### src/rtl/ultrasonic_ranger_mc.sv
// ultrasonic_ranger_mc: N-channel HC-SR04-style range sequencer.
// Round-robin per channel: trigger pulse, time the echo width in clk cycles,
// publish the result with timeout and near-object flags.
// Optional feature: define RANGER_HYST_EN to add hysteresis to the near flag.
module ultrasonic_ranger_mc #(
  parameter int unsigned N_CH         = 2,
  parameter int unsigned CNT_W        = 20,
  parameter int unsigned TRIG_CYC     = 500,
  parameter int unsigned RISE_TO_CYC  = 50_000,
  parameter int unsigned ECHO_MAX_CYC = 1_000_000,
  parameter int unsigned GAP_CYC      = 500_000,
  parameter int unsigned THRESH       = 29_000,
  parameter int unsigned HYST         = 2_900
) (
  input  logic                                      clk,
  input  logic                                      rst,
  input  logic                                      en,
  input  logic [N_CH-1:0]                           echo,
  output logic [N_CH-1:0]                           trig,
  output logic [N_CH*CNT_W-1:0]                     dist_flat,
  output logic                                      valid,
  output logic [((N_CH > 1) ? $clog2(N_CH) : 1)-1:0] valid_ch,
  output logic [N_CH-1:0]                           timeout,
  output logic [N_CH-1:0]                           near
);

  localparam int unsigned CH_W = (N_CH > 1) ? $clog2(N_CH) : 1;

`ifdef RANGER_HYST_EN
  localparam logic HYST_ON = 1'b1;
`else
  localparam logic HYST_ON = 1'b0;
`endif

  // With a zero band the set/clear/hold rule collapses to near = (dist < THRESH).
  localparam int unsigned HYST_EFF = HYST_ON ? HYST : 0;
  localparam int unsigned CLR_AT   = THRESH + HYST_EFF;

  localparam int unsigned M0   = (TRIG_CYC > RISE_TO_CYC) ? TRIG_CYC : RISE_TO_CYC;
  localparam int unsigned M1   = (ECHO_MAX_CYC > GAP_CYC) ? ECHO_MAX_CYC : GAP_CYC;
  localparam int unsigned M2   = (M0 > M1) ? M0 : M1;
  localparam int unsigned MAXV = (M2 > CLR_AT) ? M2 : CLR_AT;
  localparam int unsigned CTR_W = $clog2(MAXV + 1);

  typedef enum logic [2:0] {
    S_IDLE,
    S_TRIG,
    S_WAIT_RISE,
    S_MEASURE,
    S_HOLDOFF
  } state_t;

  state_t                       state_q;
  logic [CTR_W-1:0]             cnt_q;
  logic [CH_W-1:0]              ch_q;
  logic [CH_W-1:0]              ch_nxt;
  logic [N_CH-1:0]              echo_s1_q;
  logic [N_CH-1:0]              echo_s2_q;
  logic [N_CH-1:0]              echo_s3_q;
  logic [N_CH-1:0]              trig_q;
  logic [N_CH-1:0][CNT_W-1:0]   dist_q;
  logic                         valid_q;
  logic [CH_W-1:0]              valid_ch_q;
  logic [N_CH-1:0]              timeout_q;
  logic [N_CH-1:0]              near_q;

  logic echo_now;
  logic echo_rise;
  logic pub_meas;
  logic pub_to;
  logic near_nxt;

  assign trig      = trig_q;
  assign dist_flat = dist_q;
  assign valid     = valid_q;
  assign valid_ch  = valid_ch_q;
  assign timeout   = timeout_q;
  assign near      = near_q;

  // Two-flop synchroniser per channel plus one extra stage for edge detection.
  always_ff @(posedge clk) begin
    if (rst) begin
      echo_s1_q <= '0;
      echo_s2_q <= '0;
      echo_s3_q <= '0;
    end else begin
      echo_s1_q <= echo;
      echo_s2_q <= echo_s1_q;
      echo_s3_q <= echo_s2_q;
    end
  end

  // Selected-channel echo view, publish conditions and next near value.
  always_comb begin
    echo_now  = echo_s2_q[ch_q];
    echo_rise = echo_now & ~echo_s3_q[ch_q];
    ch_nxt    = (ch_q == CH_W'(N_CH - 1)) ? '0 : ch_q + CH_W'(1);
    pub_meas  = (state_q == S_MEASURE) && !echo_now;
    pub_to    = ((state_q == S_WAIT_RISE) && !echo_rise &&
                 (cnt_q == CTR_W'(RISE_TO_CYC - 1))) ||
                ((state_q == S_MEASURE) && echo_now &&
                 (cnt_q == CTR_W'(ECHO_MAX_CYC - 1)));
    if (cnt_q < CTR_W'(THRESH)) begin
      near_nxt = 1'b1;
    end else if (cnt_q >= CTR_W'(CLR_AT)) begin
      near_nxt = 1'b0;
    end else begin
      near_nxt = near_q[ch_q];
    end
  end

  // Measurement sequencer: trigger, wait for rise, time echo, hold off, next channel.
  always_ff @(posedge clk) begin
    if (rst) begin
      state_q <= S_IDLE;
      cnt_q   <= '0;
      ch_q    <= '0;
      trig_q  <= '0;
    end else begin
      case (state_q)
        S_IDLE: begin
          cnt_q <= '0;
          if (en) begin
            state_q      <= S_TRIG;
            trig_q[ch_q] <= 1'b1;
          end
        end
        S_TRIG: begin
          if (cnt_q == CTR_W'(TRIG_CYC - 1)) begin
            trig_q  <= '0;
            cnt_q   <= '0;
            state_q <= S_WAIT_RISE;
          end else begin
            cnt_q <= cnt_q + CTR_W'(1);
          end
        end
        S_WAIT_RISE: begin
          if (echo_rise) begin
            // The detecting cycle is the first high cycle of the echo.
            cnt_q   <= CTR_W'(1);
            state_q <= S_MEASURE;
          end else if (pub_to) begin
            cnt_q   <= '0;
            state_q <= S_HOLDOFF;
          end else begin
            cnt_q <= cnt_q + CTR_W'(1);
          end
        end
        S_MEASURE: begin
          if (pub_meas || pub_to) begin
            cnt_q   <= '0;
            state_q <= S_HOLDOFF;
          end else begin
            cnt_q <= cnt_q + CTR_W'(1);
          end
        end
        S_HOLDOFF: begin
          if (cnt_q == CTR_W'(GAP_CYC - 1)) begin
            cnt_q <= '0;
            ch_q  <= ch_nxt;
            if (en) begin
              state_q        <= S_TRIG;
              trig_q[ch_nxt] <= 1'b1;
            end else begin
              state_q <= S_IDLE;
            end
          end else begin
            cnt_q <= cnt_q + CTR_W'(1);
          end
        end
        default: begin
          state_q <= S_IDLE;
          cnt_q   <= '0;
          trig_q  <= '0;
        end
      endcase
    end
  end

  // Result registers: only the active channel is updated on a publish.
  always_ff @(posedge clk) begin
    if (rst) begin
      dist_q     <= '0;
      valid_q    <= 1'b0;
      valid_ch_q <= '0;
      timeout_q  <= '0;
      near_q     <= '0;
    end else begin
      valid_q <= 1'b0;
      if (pub_to) begin
        dist_q[ch_q]    <= CNT_W'(ECHO_MAX_CYC);
        timeout_q[ch_q] <= 1'b1;
        near_q[ch_q]    <= 1'b0;
        valid_q         <= 1'b1;
        valid_ch_q      <= ch_q;
      end else if (pub_meas) begin
        dist_q[ch_q]    <= CNT_W'(cnt_q);
        timeout_q[ch_q] <= 1'b0;
        near_q[ch_q]    <= near_nxt;
        valid_q         <= 1'b1;
        valid_ch_q      <= ch_q;
      end
    end
  end

endmodule

### config.mk
export PLATFORM = sky130hd
export DESIGN_NAME = ultrasonic_ranger_mc
export DESIGN_NICKNAME = d
export VERILOG_FILES = /design/src/rtl/ultrasonic_ranger_mc.sv
export SDC_FILE = /design/constraint.sdc
export NUM_CORES = 1
export LEC_CHECK = 0
export CORE_MARGIN = 4
export CORE_UTILIZATION = 44
export DETAILED_ROUTE_END_ITERATION = 12
export PLACE_DENSITY_LB_ADDON = 0.05
export SYNTH_ARGS = -nofsm -noshare
export SYNTH_HDL_FRONTEND = slang
export SYNTH_SLANG_ARGS = --single-unit
export TNS_END_PERCENT = 20
### constraint.sdc
create_clock -name clk -period 5.2 [get_ports clk]
set_input_delay 1.3 -clock clk [delete_from_list [all_inputs] [get_ports clk]]
set_output_delay 1.3 -clock clk [all_outputs]
set_load 0.005 [all_outputs]
==> impl_metrics.yaml <==
grt:
  grt_overflow: 0
  grt_pass1_vias: 2433
  antenna_found_initial: 0
  grtUsageTotal_pct: 17.9
  grt_start_max_net_pins: 36
  grt_pass1_wl_um: 12300
logic_synthesis:
  syn-cell-area_sq_um: 3210
  synth_top_area_cell: "dfxtp_1"
  yosys_warnings: 0
  synth-edff-count: 0
  async_flop_share_pct: 0
  netlist.area_leader.share_pct: 48.6
  ys.flop_type: "dfxtp_1"
  synth-seq-cells: 78
  postSynthAreaPerCell_sq_um: 9.57
  synth.most_common_cell: "dfxtp_1"
  synthTopCellsByCount: "dfxtp_1 (78), nor2_1 (40), a22o_1 (26)"
  synthTopCellsByArea: "dfxtp_1 (49%), a22o_1 (7.1%), nor2_1 (4.7%), a21oi_1 (3.4%), mux2i_1 (3.1%)"
  yosysSeqAreaShare_pct: 48.6
  syn_nets: 342
  synthDistinctLibCells: 50
  postSynthCellCount: 336
placement:
  place_congestion: 0.840
  io_buffer_count: 52
  place_area_sq_um: 3720
  hpwlAfterDp_um: 5140
  dp_cells: 459
die:
  io_pins: 53
  coreArea_sq_um: 6940
  die-area_sq_um: 8740
  die_x_um: 93.5
  row_count: 30
  die_y_um: 93.5
  start_util_pct: 46.3
clocking:
  clk_pin_slew_ns: 0.07
  cts_tree: "done"
  clk_latency_ns: 0.35
  cts_resized: 0
  clockBufferDepth: 2
  cts_sinks: 78
  htree_levels: 3
  cts_setup_buffers: 0
  clk_root_buffer_cell: "clkbuf_8"
  postCtsHoldBufs: 0
  cts_made_buffers: 9
worst_setup_path:
  start_kind: "flip-flop"
  cp_max_fo: 18
  critPathTopFamily: "compound AO/OA/AOI/OAI gates"
  cp_slowest_cell: "dfxtp_1"
  worstPathArrival_ns: 3.04
  worstPathCellList: "mux2i_1, nor2_1, a22oi_2, o21ai_2, a21oi_2, a22o_1"
  cpPeakStageDelay_ns: 0.82
  crit_path_end_kind: "flip-flop"
  required_ns: 5.44
  cp_num_buf_inv: 0
  path_class: "flip-flop to flip-flop"
pwr:
  p_leak_nw: 1.34
  peakVddDrop_mv: 0.153
  powerDensity_nw_per_um2: 309
  finalPower_w: 0.00121
layout:
  drive_gt1_share_pct: 9.50
  finish.utilization_pct: 56.5
  diodes: 0
  syn_to_final_growth_pct: 22.0
  area.sequential_sq_um: 1560
  fillCellCount: 639
  fin_cells: 475
  fin_nets: 380
  multiInputGateArea_sq_um: 1480
  post-route-cell-area_sq_um: 3920
timing:
  maxSlewHeadroom_pct: 45.0
  finalCriticalPeriod_ns: 2.80
  tightest_slew_ns: 0.822
  setup_tns_ns: 0
  finalCritPeriodShare_pct: 53.8
  clock.fmax_mhz: 358
  drv_slew: 0
  finalHoldViolations: 0
  setup_violations: 0
  clock_skew_ns: 0.00684
  rsz0062_at_grt: "no"
routing:
  drtIter0Drc: 133
  vias: 2524
  drtAntennaViolNets: 0
  routed_wl_um: 7420
  routedWlPerCell_um: 15.6
  via_per_inst: 5.31
  drc: 0
  drt_pre_antenna_iters: 4
min_path:
  hold_class: "flip-flop to flip-flop"
run:
  cap_violations: 0
status:
  status: "completed"
## metrics by stage
| stage | setup slack, ns | hold WS, ns |
|---|---|---|
| finish | 2.40 | 0.442 |
| global route | 2.19 | 0.465 |
| CTS | 2.45 | 0.448 |
| detailed placement | 2.23 | 0.430 |
| global placement | 2.23 | 0.428 |
| floorplan | 2.83 | 0.414 |
## state kept, by name, indices dropped and copies added (netlist names), named ones only
register,flops
cnt_q,20
echo_s1_q,2
echo_s2_q,2
state_q,3
trig,2
ch_q,1
echo_s3_q,2
valid_ch,1
valid,1
dist_flat,40
near,2
## report_power, final
part / total, W / leakage, nW / switching, W / internal (W)
sequential: 0.000628 / 0.630 / 0.0000178 / 0.000611
clock: 0.000450 / 0.0955 / 0.000216 / 0.000235
combinational: 0.000131 / 0.611 / 0.0000785 / 0.0000528
## metal layers
layer	wire, um	up-vias	global-route usage [%]	share of wire [%]
met5	0	-	0	0
met4	88	0	6.59	1.2
met3	364	6	4.42	4.9
met2	3560	50	28.0	48
met1	3410	1210	23.9	46
li1	-	1258	-	-
## worst register-to-register path, delay by kind of cell (launching register included)
family             cells  cell delay [ns]
AOI/OAI and AO/OA      4             1.28
DFF                    1             0.82
and+or+nand+nor        1             0.34
muxes                  1             0.25
## final cells by class
| cell class | count | area share, % |
|---|---|---|
| clock buffers | 11 | 3.61 |
| clock inverters | 5 | 1.50 |
| inverters | 6 | 0.574 |
| multi-input cells | 225 | 37.8 |
| flip-flops and latches | 78 | 39.8 |
| well taps | 96 | 3.06 |
| repair buffers | 54 | 13.7 |
## worst paths after layout
check	from	endpoint	slack, ns	depth (start not counted)
worst max-delay path	ch_q$_SDFFE_PP0P_	dist_flat[12]$_SDFFE_PP0P_	2.40	6
worst min-delay path	echo_s1_q[0]$_SDFF_PP0_	echo_s2_q[0]$_SDFF_PP0_	0.44	1
worst max register to register	ch_q$_SDFFE_PP0P_	dist_flat[12]$_SDFFE_PP0P_	2.40	6
worst min register to register	echo_s1_q[0]$_SDFF_PP0_	echo_s2_q[0]$_SDFF_PP0_	0.44	1
## logic make-up (layout without fill, tap and decap cells)
group / count (synthesis) / count (layout) / synth area share (%)
AND/OR/NAND/NOR: 123 / 123 / 20.4
buffers and inverters: 33 / 76 / 5.33
flip-flops: 78 / 78 / 48.6
XOR/XNOR: 20 / 20 / 5.45
adder cells (fa/ha/maj): 1 / 1 / 0.389
multiplexers: 10 / 10 / 3.11
AO/OA/AOI/OAI: 71 / 71 / 16.8
## cell usage in the layout (no fill, tap or decap), types with 4 or more instances in the layout
| cell type | netlist | final |
|---|---|---|
| a22o_1 | 26 | 26 |
| inv_1 | 6 | 6 |
| nor3_1 | 17 | 17 |
| nand2_1 | 7 | 7 |
| nand3_1 | 12 | 12 |
| nor2_1 | 40 | 40 |
| xnor2_1 | 9 | 9 |
| nor2b_1 | 8 | 8 |
| nor2_2 | 10 | 10 |
| dfxtp_1 | 78 | 78 |
| xor2_1 | 11 | 11 |
| a21oi_1 | 22 | 22 |
| mux2i_1 | 10 | 10 |
| clkbuf_8 | 0 | 10 |
| and3_1 | 4 | 4 |
| nand4_1 | 5 | 5 |
| clkdlybuf4s50_1 | 0 | 52 |
Power figures use the tool's default switching activity.
==> patch 1: new RTL, config.mk and constraints unchanged <==
Make the reset (`rst`) asynchronous in 3 clocked blocks.
--- a/src/rtl/ultrasonic_ranger_mc.sv
+++ b/src/rtl/ultrasonic_ranger_mc.sv
@@ -78,7 +78,7 @@
   assign near      = near_q;
 
   // Two-flop synchroniser per channel plus one extra stage for edge detection.
-  always_ff @(posedge clk) begin
+  always_ff @(posedge clk or posedge rst) begin
     if (rst) begin
       echo_s1_q <= '0;
       echo_s2_q <= '0;
@@ -110,7 +110,7 @@
   end
 
   // Measurement sequencer: trigger, wait for rise, time echo, hold off, next channel.
-  always_ff @(posedge clk) begin
+  always_ff @(posedge clk or posedge rst) begin
     if (rst) begin
       state_q <= S_IDLE;
       cnt_q   <= '0;
@@ -178,7 +178,7 @@
   end
 
   // Result registers: only the active channel is updated on a publish.
-  always_ff @(posedge clk) begin
+  always_ff @(posedge clk or posedge rst) begin
     if (rst) begin
       dist_q     <= '0;
       valid_q    <= 1'b0;
Function: differs if rst is asserted again (counterexample within 4 cycles, from zero or initial values and one cycle with rst high); with rst held inactive, the same outputs for 10 cycles.
==> patch 1 against the unedited design <==
Count of clock-buffer cells in the layout shrank 1; final area grew 3.4%; synthesized area grew 3.2%; clock skew grew 0.0038 ns; non-clock buffer count is the same; worst setup slack lost 0.38 ns; routed wire length grew 1.0%; final cell count shrank 7.4%; synthesized cell count shrank 13%; first-iteration DRC count shrank 6.0%; worst hold slack lost 0.088 ns; sequential cell count is the same; largest cell class unchanged.
Power is not compared: it rests on default switching activity, and its combinational part moved more than twofold at a synthesized area within 25%.
==> patch 1: results (changes against the unedited design) <==
- The total met2 wirelength after detailed routing is 3422 um (was 3558 um).
- The fraction of met3 tracks used by global routing is 3.665% (was 4.425%).
- The violation count after the first detailed-routing iteration came to 125 (was 133).
- The slowest cell on the critical path is a21boi_2 (was dfxtp_1).
- The slew at the pin closest to its max-slew limit came to 1.112 ns (was 0.8225 ns).
- The area after detailed placement is 3881 um^2 (was 3721 um^2).
- The pre-CTS worst setup slack is 2.019 ns (was 2.231 ns).
- Run status: finished clean (unchanged).
- The async set-reset flop share out of synthesis is 100.0% (was 0%).
- The routed via count came to 2389 (was 2524).
- The met3 routed wirelength came to 308 um (was 364 um).
- The total routing resource utilization after global routing is 18.38% (was 17.94%).
- The sum of routed wire segments on met1 is 3592 um (was 3411 um).
- The sequential share of the synthesized area came to 58.82% (was 48.58%).
- The share of the synthesized netlist area taken by xor and xnor gates is 5.015% (was 5.450%).
- The family of cells with the greatest summed delay on the critical path is simple AND/OR/NAND/NOR gates (was compound AO/OA/AOI/OAI gates).
- The maximum fanout count along the critical path came to 20 (was 18).
- The area share of fa/ha/maj cells after synthesis is 0.3771% (was 0.3893%).
- The half-perimeter wire length after detailed placement is 5307 um (was 5140 um).
- The filler cell count came to 642 (was 639).
- The number of placed cells counting well taps is 424 (was 459).
- The maximum number of pins on one net before global-route repair was 45 (was 36).
- The unique cell type count in the Yosys netlist was 45 (was 50).
- The layout cell share with drive strength beyond 1 is 7.918% (was 9.499%).
- List of most frequent post-synthesis cells: dfrtp_1, nor2_1, a22o_1, nand2_1, o22a_1 (was dfxtp_1, nor2_1, a22o_1, a21oi_1, nor3_1).
- The gate count after technology mapping is 291 (was 336).
- The number of cells in the finished layout apart from fillers is 440 (was 475).
[patch 1: changes by cell type in the layout (fill, tap and decap cells not counted), sizes merged, moves of 3 or more]
cell and change:
o21ai +3, nand2 +10, dfxtp -78, dfrtp +78, a22oi -3, mux2i -9
o22a +13, a21oi -17, nor2b -3, nor2 -19, nor3 -12, nand2b +5
[patch 1: cells by family after synthesis]
family	after synthesis
buf+inv	26
compound gates	67
xor+xnor	19
fa+ha+maj	1
flops	78
simple gates	98
mux	2
[patch 1: layout make-up]
class / instances / area, um^2 / share of cell area [%]
sequential: 78 / 1952 / 48.12
clock buffer: 10 / 137.6 / 3.393
clock inverter: 6 / 37.54 / 0.9254
tap: 99 / 123.9 / 3.054
inverter: 6 / 22.52 / 0.5552
multi-input combinational: 187 / 1247 / 30.75
timing repair buffer: 54 / 535.5 / 13.20
[patch 1: final timing paths]
kind | start | cells past startpoint | slack (ns) | to
max | cnt_q[0] | 7 | 2.02 | state_q[0]
max reg2reg | cnt_q[0] | 7 | 2.02 | state_q[0]
min in group asynchronous | rst | 2 | 1.44 | dist_flat[3]
max in group asynchronous | rst | 3 | 2.77 | ch_q
min | echo_s1_q[0] | 0 | 0.35 | echo_s2_q[0]
min reg2reg | echo_s1_q[0] | 0 | 0.35 | echo_s2_q[0]
[patch 1: per-stage QoR]
| step | util, % | hold WS [ns] | power (W) |
|---|---|---|---|
| 2_1_floorplan | - | 0.3312 | 0.0009642 |
| 3_3_place_gp | 53.23 | 0.3361 | 0.001096 |
| 3_5_place_dp | 53.23 | 0.3389 | 0.001102 |
| 4_1_cts | 55.63 | 0.3579 | 0.001506 |
| 5_1_grt | 55.63 | 0.3726 | 0.001581 |
| 6_report | 55.63 | 0.3540 | 0.001490 |
==> patch 2: new RTL, same settings <==
Without the edit above. Build with the macro `RANGER_HYST_EN` defined.
--- a/src/rtl/ultrasonic_ranger_mc.sv
+++ b/src/rtl/ultrasonic_ranger_mc.sv
@@ -2,6 +2,8 @@
 // Round-robin per channel: trigger pulse, time the echo width in clk cycles,
 // publish the result with timeout and near-object flags.
 // Optional feature: define RANGER_HYST_EN to add hysteresis to the near flag.
+`define RANGER_HYST_EN
+
 module ultrasonic_ranger_mc #(
   parameter int unsigned N_CH         = 2,
   parameter int unsigned CNT_W        = 20,
Check against the original RTL: no difference found for any inputs over 10 cycles, from zero or initial values and one cycle with rst high; that may be too few to reach the edited logic, so the function may still have changed.
==> patch 2 against the unedited design <==
Sequential cell count is the same; first-iteration DRC count is 14% lower; final area grew 3.5%; worst setup slack worse by 0.31 ns; total power up 5.1%; utilization down 1.4 points; routed wire length grew 7.9%; synthesized area grew 5.2%; sequential share of layout area is 1.4 points lower; critical path type is now in -> reg; critical endpoint is now dist_flat[15]; largest power group unchanged; highest routed layer unchanged.
==> patch 2: results (changes against the unedited design) <==
- Run status: finished clean (unchanged).
- The number of cells traversed by the worst register-to-register path is 6 (unchanged).
- Biggest area contributors in the synthesized netlist: dfxtp_1, a22o_1, nor3_1, xnor2_1, nor2_1 (was dfxtp_1, a22o_1, nor2_1, a21oi_1, mux2i_1).
- The number of levels in the clock H-tree is 3 (unchanged).
- The wire length of the first global-routing pass was 13220 um (was 12320 um).
- The static leakage power is 1.438 nW (was 1.336 nW).
- The slew at the pin closest to its max-slew limit is 1.008 ns (was 0.8225 ns).
- The average wire length per cell after detail routing is 16.08 um (was 15.63 um).
- The post-CTS resize count is 0 (unchanged).
- The compound-gate portion of the synthesized area is 18.24% (was 16.78%).
- The share of the synthesized netlist area taken by xor and xnor gates is 5.438% (was 5.450%).
- The area share of fa/ha/maj cells after synthesis is 0.7399% (was 0.3893%).
- The final layout net count is 403 (was 380).
- The routed wire length was 8007 um (was 7423 um).
- The endpoint of the most critical setup path is dist_flat[15] (was dist_flat[12]).
- The final worst-path setup slack was 2.091 ns (was 2.403 ns).
- The layout cell share with drive strength beyond 1 is 7.519% (was 9.499%).
- The maximum number of pins on one net before global-route repair is 37 (was 36).
- The sequential share of the synthesized area is 46.17% (was 48.58%).
- The worst reg2reg path startpoint was cnt_q[0] (was ch_q).
- At the later pin of the worst-skew pair, clock insertion delay measures 0.34 ns.
- The violation count after the first detailed-routing iteration is 114 (was 133).
- The detail-routed via count per cell was 5.500 (was 5.314).
- The pre-CTS worst setup slack is 1.742 ns (was 2.231 ns).
- The area of the multi-input gates is 1619 um^2 (was 1481 um^2).
- The remaining antenna violation count is 0 (unchanged).
- The maximum fanout count along the critical path is 36 (was 18).
- The CTS tree is built (unchanged).
- The Yosys warning count is 0 (unchanged).
- The synthesized netlist net count came to 369 (was 342).
- The via count of the first global-routing pass is 2627 (was 2433).
- List of most frequent post-synthesis cells: dfxtp_1, nor3_1, a22o_1, nor2_1, inv_1 (was dfxtp_1, nor2_1, a22o_1, a21oi_1, nor3_1).
- The clock skew came to 0.005831 ns (was 0.006838 ns).
- The unique cell type count in the Yosys netlist is 56 (was 50).
- The destination of the worst register-to-register timing path is state_q[0] (was dist_flat[12]).
- The total routing resource utilization after global routing is 18.69% (was 17.94%).
- The signal arrival time at the worst endpoint was 3.39 ns (was 3.04 ns).
- The path type of the worst min-delay path is reg -> reg (unchanged).
- The filler cell count was 695 (was 639).
- The type of the worst setup path is in -> reg (was reg -> reg).
- The number of placed cells counting well taps is 484 (was 459).
- The start point of the critical path is rst (was ch_q).
- The final RePlAce weighted congestion is 0.8257 (was 0.8401).
- The flip-flop cell with the highest count after synthesis was dfxtp_1 (unchanged).
- The average cell area after synthesis is 9.343 um^2 (was 9.566 um^2).
- The count of antenna diodes in the layout was 0 (unchanged).
- The multiplexer share of the synthesized area came to 3.367% (was 3.114%).
- The half-perimeter wire length after detailed placement is 5546 um (was 5140 um).
- The area after detailed placement was 3908 um^2 (was 3721 um^2).
- The maximum resistive drop on vdd is 0.1396 mV (was 0.1531 mV).
- The hold buffer count at cts is 0 (unchanged).
-- patch 2: changes by cell type after synthesis, sizes merged, moves of 5 or more --
cell    before  now
nor2        50   26
inv          6   18
nor3        19   30
a211oi       0    8
a21oi       24   16
nand2        7   14
nand3       12    6
xnor2        9   14
-- patch 2: cell type report --
class                           instances  share of cell area (%)
Multi-Input combinational cell        235                   39.88
Sequential cell                        78                   38.46
Timing Repair Buffer                   54                   13.19
Clock buffer                            9                   3.051
Tap cell                               99                   3.051
Inverter                               18                   1.664
Clock inverter                          5                  0.7088
-- patch 2: where the power goes --
part / leakage [nW] / switching [W] / internal (W)
Sequential: 0.630 / 0.0000331 / 0.000617
Combinational: 0.723 / 0.000161 / 0.0000916
Clock: 0.0845 / 0.000205 / 0.000165
Total: 1.44 / 0.000398 / 0.000874
-- patch 2: per-layer routing --
metal	GRT usage (%)	vias to the layer above	wire, um	share of wire [%]
met5	0	-	0	0
met4	7.109	0	140	1.7
met3	5.367	11	382	4.8
met2	28.43	76	3723	46
met1	25.01	1297	3761	47
li1	-	1355	-	-
-- patch 2: how the worst min path moves through the flow --
stage,start,endpoint,slack [ns],cells past startpoint
after CTS,echo_s1_q[0],echo_s2_q[0],0.45,1
after detailed placement,echo_s1_q[0],echo_s2_q[0],0.43,1
after global placement,echo_s1_q[1],echo_s2_q[1],0.42,1
after global routing,echo_s1_q[0],echo_s2_q[0],0.46,1
after floorplan,echo_s1_q[0],echo_s2_q[0],0.41,1
final,echo_s1_q[0],echo_s2_q[0],0.44,1
-- patch 2: critical path, stage by stage --
cell	delay, ns
clkdlybuf4s50_1	0.39
buf_4	0.25
or2_2	0.36
o31ai_2	0.81
a22o_1	0.26
